<file path="config.mk">
export PLATFORM = sky130hd
export DESIGN_NAME = dmem_port
export DESIGN_NICKNAME = d
export VERILOG_FILES = /design/src/rtl/dmem_port_pkg.sv /design/src/rtl/dmem_port_timer.sv /design/src/rtl/dmem_port.sv
export SDC_FILE = /design/constraint.sdc
export NUM_CORES = 1
export LEC_CHECK = 0
export BUFFER_PORTS_ARGS = -buffer_cell sky130_fd_sc_hd__buf_4
export CAP_MARGIN = 20
export CORE_ASPECT_RATIO = 0.6
export CORE_UTILIZATION = 30
export DETAILED_ROUTE_END_ITERATION = 6
export PLACE_DENSITY = 0.54
export SETUP_SLACK_MARGIN = 0.4
export SLEW_MARGIN = 20
export SYNTH_ARGS = -nofsm -noshare
export SYNTH_HDL_FRONTEND = slang
export SYNTH_HIERARCHICAL = 1
export SYNTH_SLANG_ARGS = --single-unit
</file>
<file path="constraint.sdc">
create_clock -name clk -period 5.7 [get_ports clk]
set_clock_uncertainty 0.15 [all_clocks]
set_input_delay 0.285 -clock clk [delete_from_list [all_inputs] [get_ports clk]]
set_output_delay 0.285 -clock clk [all_outputs]
set_load 0.05 [all_outputs]
</file>
<file path="src/rtl/dmem_port_pkg.sv">
// Shared definitions for the data-memory bus master: FSM state encoding
// and the "no byte lanes" strobe value.
package dmem_port_pkg;

  typedef enum logic [1:0] {
    C_DMEM_IDLE = 2'd0,
    C_DMEM_BUS  = 2'd1,
    C_DMEM_RESP = 2'd2
  } dmem_state_t;

  localparam logic [3:0] C_WSTRB_NONE = 4'h0;

endpackage

</file>
<file path="src/rtl/dmem_port_timer.sv">
// bus_timer: counts cycles a bus request has been outstanding and flags the
// cycle on which the transaction must be abandoned. Kept separate so the
// instruction fetch port can reuse the same timeout logic.
module bus_timer #(
  parameter int unsigned CNT_W          = 8,
  parameter int unsigned TIMEOUT_CYCLES = 255
) (
  input  logic clk,
  input  logic rst_n,
  input  logic run,
  input  logic clear,
  output logic expire
);

  // Last count value before abort; a zero timeout disables the compare.
  localparam int unsigned LIMIT_INT = (TIMEOUT_CYCLES == 0) ? 0 : TIMEOUT_CYCLES - 1;
  localparam logic [CNT_W-1:0] LIMIT = CNT_W'(LIMIT_INT);
  localparam logic ENABLED = (TIMEOUT_CYCLES != 0);

  logic [CNT_W-1:0] cnt;

  // Count cycles while the request is outstanding; clear between transactions.
  always_ff @(posedge clk or negedge rst_n) begin
    if (!rst_n) begin
      cnt <= '0;
    end else if (clear) begin
      cnt <= '0;
    end else if (run) begin
      cnt <= cnt + 1'b1;
    end
  end

  // Expire is qualified by run so a stale count never aborts a new request.
  always_comb begin
    expire = ENABLED && run && (cnt == LIMIT);
  end

endmodule

</file>
<file path="src/rtl/dmem_port.sv">
// dmem_port: single-outstanding data-memory bus master. Accepts one aligned
// load/store, runs it on the valid/ready memory bus, and returns a one-cycle
// response pulse carrying load data or a timeout error. Stores with no
// strobes complete without touching the bus.
module dmem_port
  import dmem_port_pkg::*;
#(
  parameter int unsigned TIMEOUT_CYCLES = 255,
  parameter int unsigned CNT_W          = 8
) (
  input  logic        clk,
  input  logic        rst_n,
  input  logic        req_valid,
  output logic        req_ready,
  input  logic        req_we,
  input  logic [31:0] req_addr,
  input  logic [31:0] req_wdata,
  input  logic [3:0]  req_wstrb,
  output logic        rsp_valid,
  output logic [31:0] rsp_rdata,
  output logic        rsp_err,
  output logic        busy,
  output logic        mem_valid,
  input  logic        mem_ready,
  output logic [31:0] mem_addr,
  output logic [31:0] mem_wdata,
  output logic [3:0]  mem_wstrb,
  input  logic [31:0] mem_rdata
);

  dmem_state_t state, state_next;
  logic        accept;
  logic        no_write;
  logic        is_load;
  logic        expire;
  logic        timer_run;
  logic        timer_clear;

  assign accept      = req_valid && (state == C_DMEM_IDLE);
  assign no_write    = req_we && (req_wstrb == C_WSTRB_NONE);
  // Zero-strobe stores never reach BUS, so an empty bus strobe means a load.
  assign is_load     = (mem_wstrb == C_WSTRB_NONE);
  assign timer_run   = (state == C_DMEM_BUS);
  assign timer_clear = (state == C_DMEM_RESP);

  assign req_ready = (state == C_DMEM_IDLE);
  assign busy      = (state != C_DMEM_IDLE);
  assign rsp_valid = (state == C_DMEM_RESP);

  bus_timer #(
    .CNT_W          (CNT_W),
    .TIMEOUT_CYCLES (TIMEOUT_CYCLES)
  ) u_timer (
    .clk    (clk),
    .rst_n  (rst_n),
    .run    (timer_run),
    .clear  (timer_clear),
    .expire (expire)
  );

  // State register.
  always_ff @(posedge clk or negedge rst_n) begin
    if (!rst_n) begin
      state <= C_DMEM_IDLE;
    end else begin
      state <= state_next;
    end
  end

  // Next-state logic; mem_ready wins over a coincident timeout.
  always_comb begin
    state_next = state;
    case (state)
      C_DMEM_IDLE: begin
        if (accept) begin
          state_next = no_write ? C_DMEM_RESP : C_DMEM_BUS;
        end
      end
      C_DMEM_BUS: begin
        if (mem_ready || expire) begin
          state_next = C_DMEM_RESP;
        end
      end
      C_DMEM_RESP: begin
        state_next = C_DMEM_IDLE;
      end
      default: begin
        state_next = C_DMEM_IDLE;
      end
    endcase
  end

  // Bus request and response registers; bus fields are frozen while in BUS.
  always_ff @(posedge clk or negedge rst_n) begin
    if (!rst_n) begin
      mem_valid <= 1'b0;
      mem_addr  <= 32'h0;
      mem_wdata <= 32'h0;
      mem_wstrb <= C_WSTRB_NONE;
      rsp_rdata <= 32'h0;
      rsp_err   <= 1'b0;
    end else begin
      case (state)
        C_DMEM_IDLE: begin
          if (accept) begin
            if (no_write) begin
              rsp_rdata <= 32'h0;
              rsp_err   <= 1'b0;
            end else begin
              mem_addr  <= req_addr;
              mem_wdata <= req_wdata;
              mem_wstrb <= req_we ? req_wstrb : C_WSTRB_NONE;
              mem_valid <= 1'b1;
            end
          end
        end
        C_DMEM_BUS: begin
          if (mem_ready) begin
            mem_valid <= 1'b0;
            rsp_rdata <= is_load ? mem_rdata : 32'h0;
            rsp_err   <= 1'b0;
          end else if (expire) begin
            mem_valid <= 1'b0;
            rsp_rdata <= 32'h0;
            rsp_err   <= 1'b1;
          end
        end
        default: begin
          mem_valid <= 1'b0;
        end
      endcase
    end
  end

endmodule

</file>
==> results.cfg <==
[worst_setup_path]
r2r_cells = 5
crit_required_ps = 5780
max_stage_delay_ps = 590
critical_path_class = reg2reg
end_kind = flop
crit_top_cell = buf_4
slowest_stage = o21a_4
worstSetupStartpointType = flop
crit_fanout = 41
crit_path_cell_trace = buf_4, nor3b_2, o21a_4, buf_4, mux2_2
critPathArrivalTime_ps = 3030

[finish]
drive_above_1_share = 0.527
fillers = 1452
area_delta_synth_final_pct = 43.8
register_area_mm2 = 0.00280
layout.nets = 684
diodes = 0
layout.cells.non_filler = 785
multi_input_area_mm2 = 0.00194

[clocking]
cts_buffer_depth = 2
numCtsBuffers = 9
worstSkewPairLatency_ps = 340
clkTransAtPathRegs_ps = 80
cts-root-buf = clkbuf_16
cts.sinks = 112
h-tree-depth = 3
cts_tree = done

[route]
drt_first_pass_iters = 7
viasPerCell = 4.79
route.detailed.drc = 13
post_drt_wl_per_cell_um = 17.2
drt-initial-drc-count = 206
postRouteAntennaNets = 0
vias = 3763
wl_um = 13500

[min_path]
hold_path_depth = 2
min_path_type = in2reg

[timing]
post-route-min-period_ps = 2940
fin_crit_sh = 0.516
max_freq_ghz = 0.340
finalSetupViolCount = 0
slew_headroom = 0.396
setup_tns_ps = 0
fin_ws_ps = 2760
tightest_slew_ps = 907
drv_slew = 0
hold_viol_final = 0
rsz0062_at_grt = false

[global_route]
grt_antenna_before_repair = 0
grt_usage = 0.162
grt_pass1_wl_um = 21200
grt_pass1_vias = 3811
grt_max_degree = 69
grt_overflow = 0

[synthesis]
syn_inst = 368
seq_area_frac_synth = 0.575
synth_nets = 475
synth-seq-cells = 112
ys.warnings.count = 6
syn_area_mm2 = 0.00488
syn-mean-instance-area_um2 = 13.3
ys_types = 38

[placed_design]
dpl.hpwl_um = 9120
gp_congestion = 0.812
pre_cts_ws_ps = 2760
portBuffers = 209
place_inst = 760

[power]
p_per_area_mw_per_mm2 = 644
ir_drop_v = 0.000346
leakage_nw = 3.31

[die]
die_area_mm2 = 0.0168
dieWidth_um = 167
core_region_area_mm2 = 0.0156
ios = 210
dieHeight_um = 101
initial_core_util = 0.312
std_cell_rows = 35

[outcome]
status = finished, violations left
violations = DRC

[flow_run]
drv_cap = 0
-- final cells by class --
type | instances | share of cell area
Inverter | 6 | 0.00321
Tap cell | 203 | 0.0362
Clock inverter | 5 | 0.00571
Clock buffer | 11 | 0.0360
Multi-Input combinational cell | 224 | 0.276
Timing Repair Buffer | 224 | 0.243
Sequential cell | 112 | 0.400
-- through the flow --
step	power (mW)	util	instance area (µm²)	hold slack, ps
after floorplan	3.11	-	4880	-161
after global placement	3.88	0.424	6630	168
after detailed placement	3.90	0.424	6630	181
after CTS	4.56	0.445	6950	1.13
after global routing	4.74	0.449	7010	0.198
final	4.51	0.449	7010	19.6
-- registers in the layout, indices dropped and copies added (netlist names) --
register     count
rsp_err          1
u_timer/cnt      8
state            2
mem_valid        1
mem_addr        32
mem_wstrb        4
rsp_rdata       32
mem_wdata       32
-- Yosys cell counts --
master | instances | area, µm²
mux2_2 | 15 | 169
ha_1 | 2 | 25.0
nor3_1 | 2 | 10.0
xor2_1 | 3 | 26.3
a32o_1 | 4 | 40.0
o21ai_0 | 35 | 175
a32oi_1 | 32 | 280
nor2_1 | 10 | 37.5
nand2b_1 | 1 | 6.26
buf_2 | 1 | 5.00
a31o_2 | 1 | 8.76
or2_2 | 2 | 12.5
clkbuf_2 | 3 | 15.0
nand4_1 | 3 | 18.8
nand2_1 | 35 | 131
or3b_4 | 1 | 11.3
nand3_1 | 2 | 10.0
o21a_1 | 1 | 7.51
a211o_1 | 1 | 8.76
clkbuf_1 | 15 | 56.3
buf_6 | 6 | 67.6
a211oi_1 | 1 | 7.51
o21ai_1 | 2 | 10.0
a21oi_1 | 4 | 20.0
buf_4 | 1 | 7.51
or3_1 | 3 | 18.8
o311ai_0 | 1 | 8.76
nor3b_2 | 1 | 12.5
o41ai_1 | 1 | 8.76
xnor2_1 | 1 | 8.76
nand4_4 | 1 | 21.3
nor2b_1 | 7 | 43.8
inv_1 | 6 | 22.5
nor4bb_1 | 1 | 10.0
dfrtp_1 | 112 | 2800
or4b_2 | 1 | 10.0
nor2_2 | 1 | 6.26
mux2_4 | 49 | 736
-- cells in the final DEF (no fill, tap or decap), types with 2 or more instances in the layout --
| cell type | n |
|---|---|
| clkinv_4 | 3 |
| or3_1 | 3 |
| nor2b_1 | 7 |
| inv_1 | 6 |
| dlygate4sd3_1 | 9 |
| a21oi_1 | 4 |
| mux2_2 | 15 |
| or2_2 | 2 |
| clkbuf_8 | 2 |
| mux2_4 | 49 |
| a32oi_1 | 32 |
| clkbuf_16 | 9 |
| buf_4 | 215 |
| nand2_1 | 35 |
| o21ai_0 | 35 |
| nand3_1 | 2 |
| nand4_1 | 3 |
| xor2_1 | 3 |
| nor2_1 | 10 |
| dfrtp_1 | 112 |
| a32o_1 | 4 |
| ha_1 | 2 |
-- where the power goes --
part / switching [mW] / leakage [nW] / internal, mW
combinational: 1.65 / 1.80 / 0.850
sequential: 0.258 / 1.36 / 1.13
clock: 0.299 / 0.146 / 0.325
-- per-layer routing --
metal  wire length (µm)  vias up  track usage  share of wire
met3               1470        4       0.0746           0.11
met2               5830      179        0.234           0.43
met5                  0        -            0              0
met1               6120     1821        0.221           0.45
met4                 64        0       0.0356         0.0047
li1                   -     1759            -              -
-- worst max-delay path: cells and delay by family (launching register included) --
family / cells / cell delay [ps]
buffers and inverters: 2 / 860
AOI/OAI and AO/OA: 1 / 590
and+or+nand+nor: 1 / 400
muxes: 1 / 400
DFF: 1 / 360
-- worst paths after layout --
check                                            end  slack (ps)                startpoint
max reg2reg                mem_wdata[11]$_DFFE_PN0P_        2760      state[1]$_DFFE_PN0P_
min reg2reg                 mem_addr[25]$_DFFE_PN0P_         360  mem_addr[25]$_DFFE_PN0P_
min                         mem_wdata[6]$_DFFE_PN0P_          20              req_wdata[6]
max in group asynchronous  mem_wdata[22]$_DFFE_PN0P_        3740                     rst_n
min in group asynchronous  rsp_rdata[16]$_DFFE_PN0P_         310                     rst_n
max                        mem_wdata[11]$_DFFE_PN0P_        2760      state[1]$_DFFE_PN0P_
-- timing repair --
action	in CTS	in global routing
endpoints found under the hold margin	46	6
hold buffers	3	6
setup buffers	0	0
resized for setup	0	0
-- cells by family after synthesis --
| logic type | share of synthesized area |
|---|---|
| mux | 0.185 |
| fa+ha+maj | 0.00513 |
| buf+inv | 0.0357 |
| compound gates | 0.118 |
| flops | 0.575 |
| xor+xnor | 0.00718 |
| simple gates | 0.0739 |
Note: power is estimated with default switching activity, not from simulation.
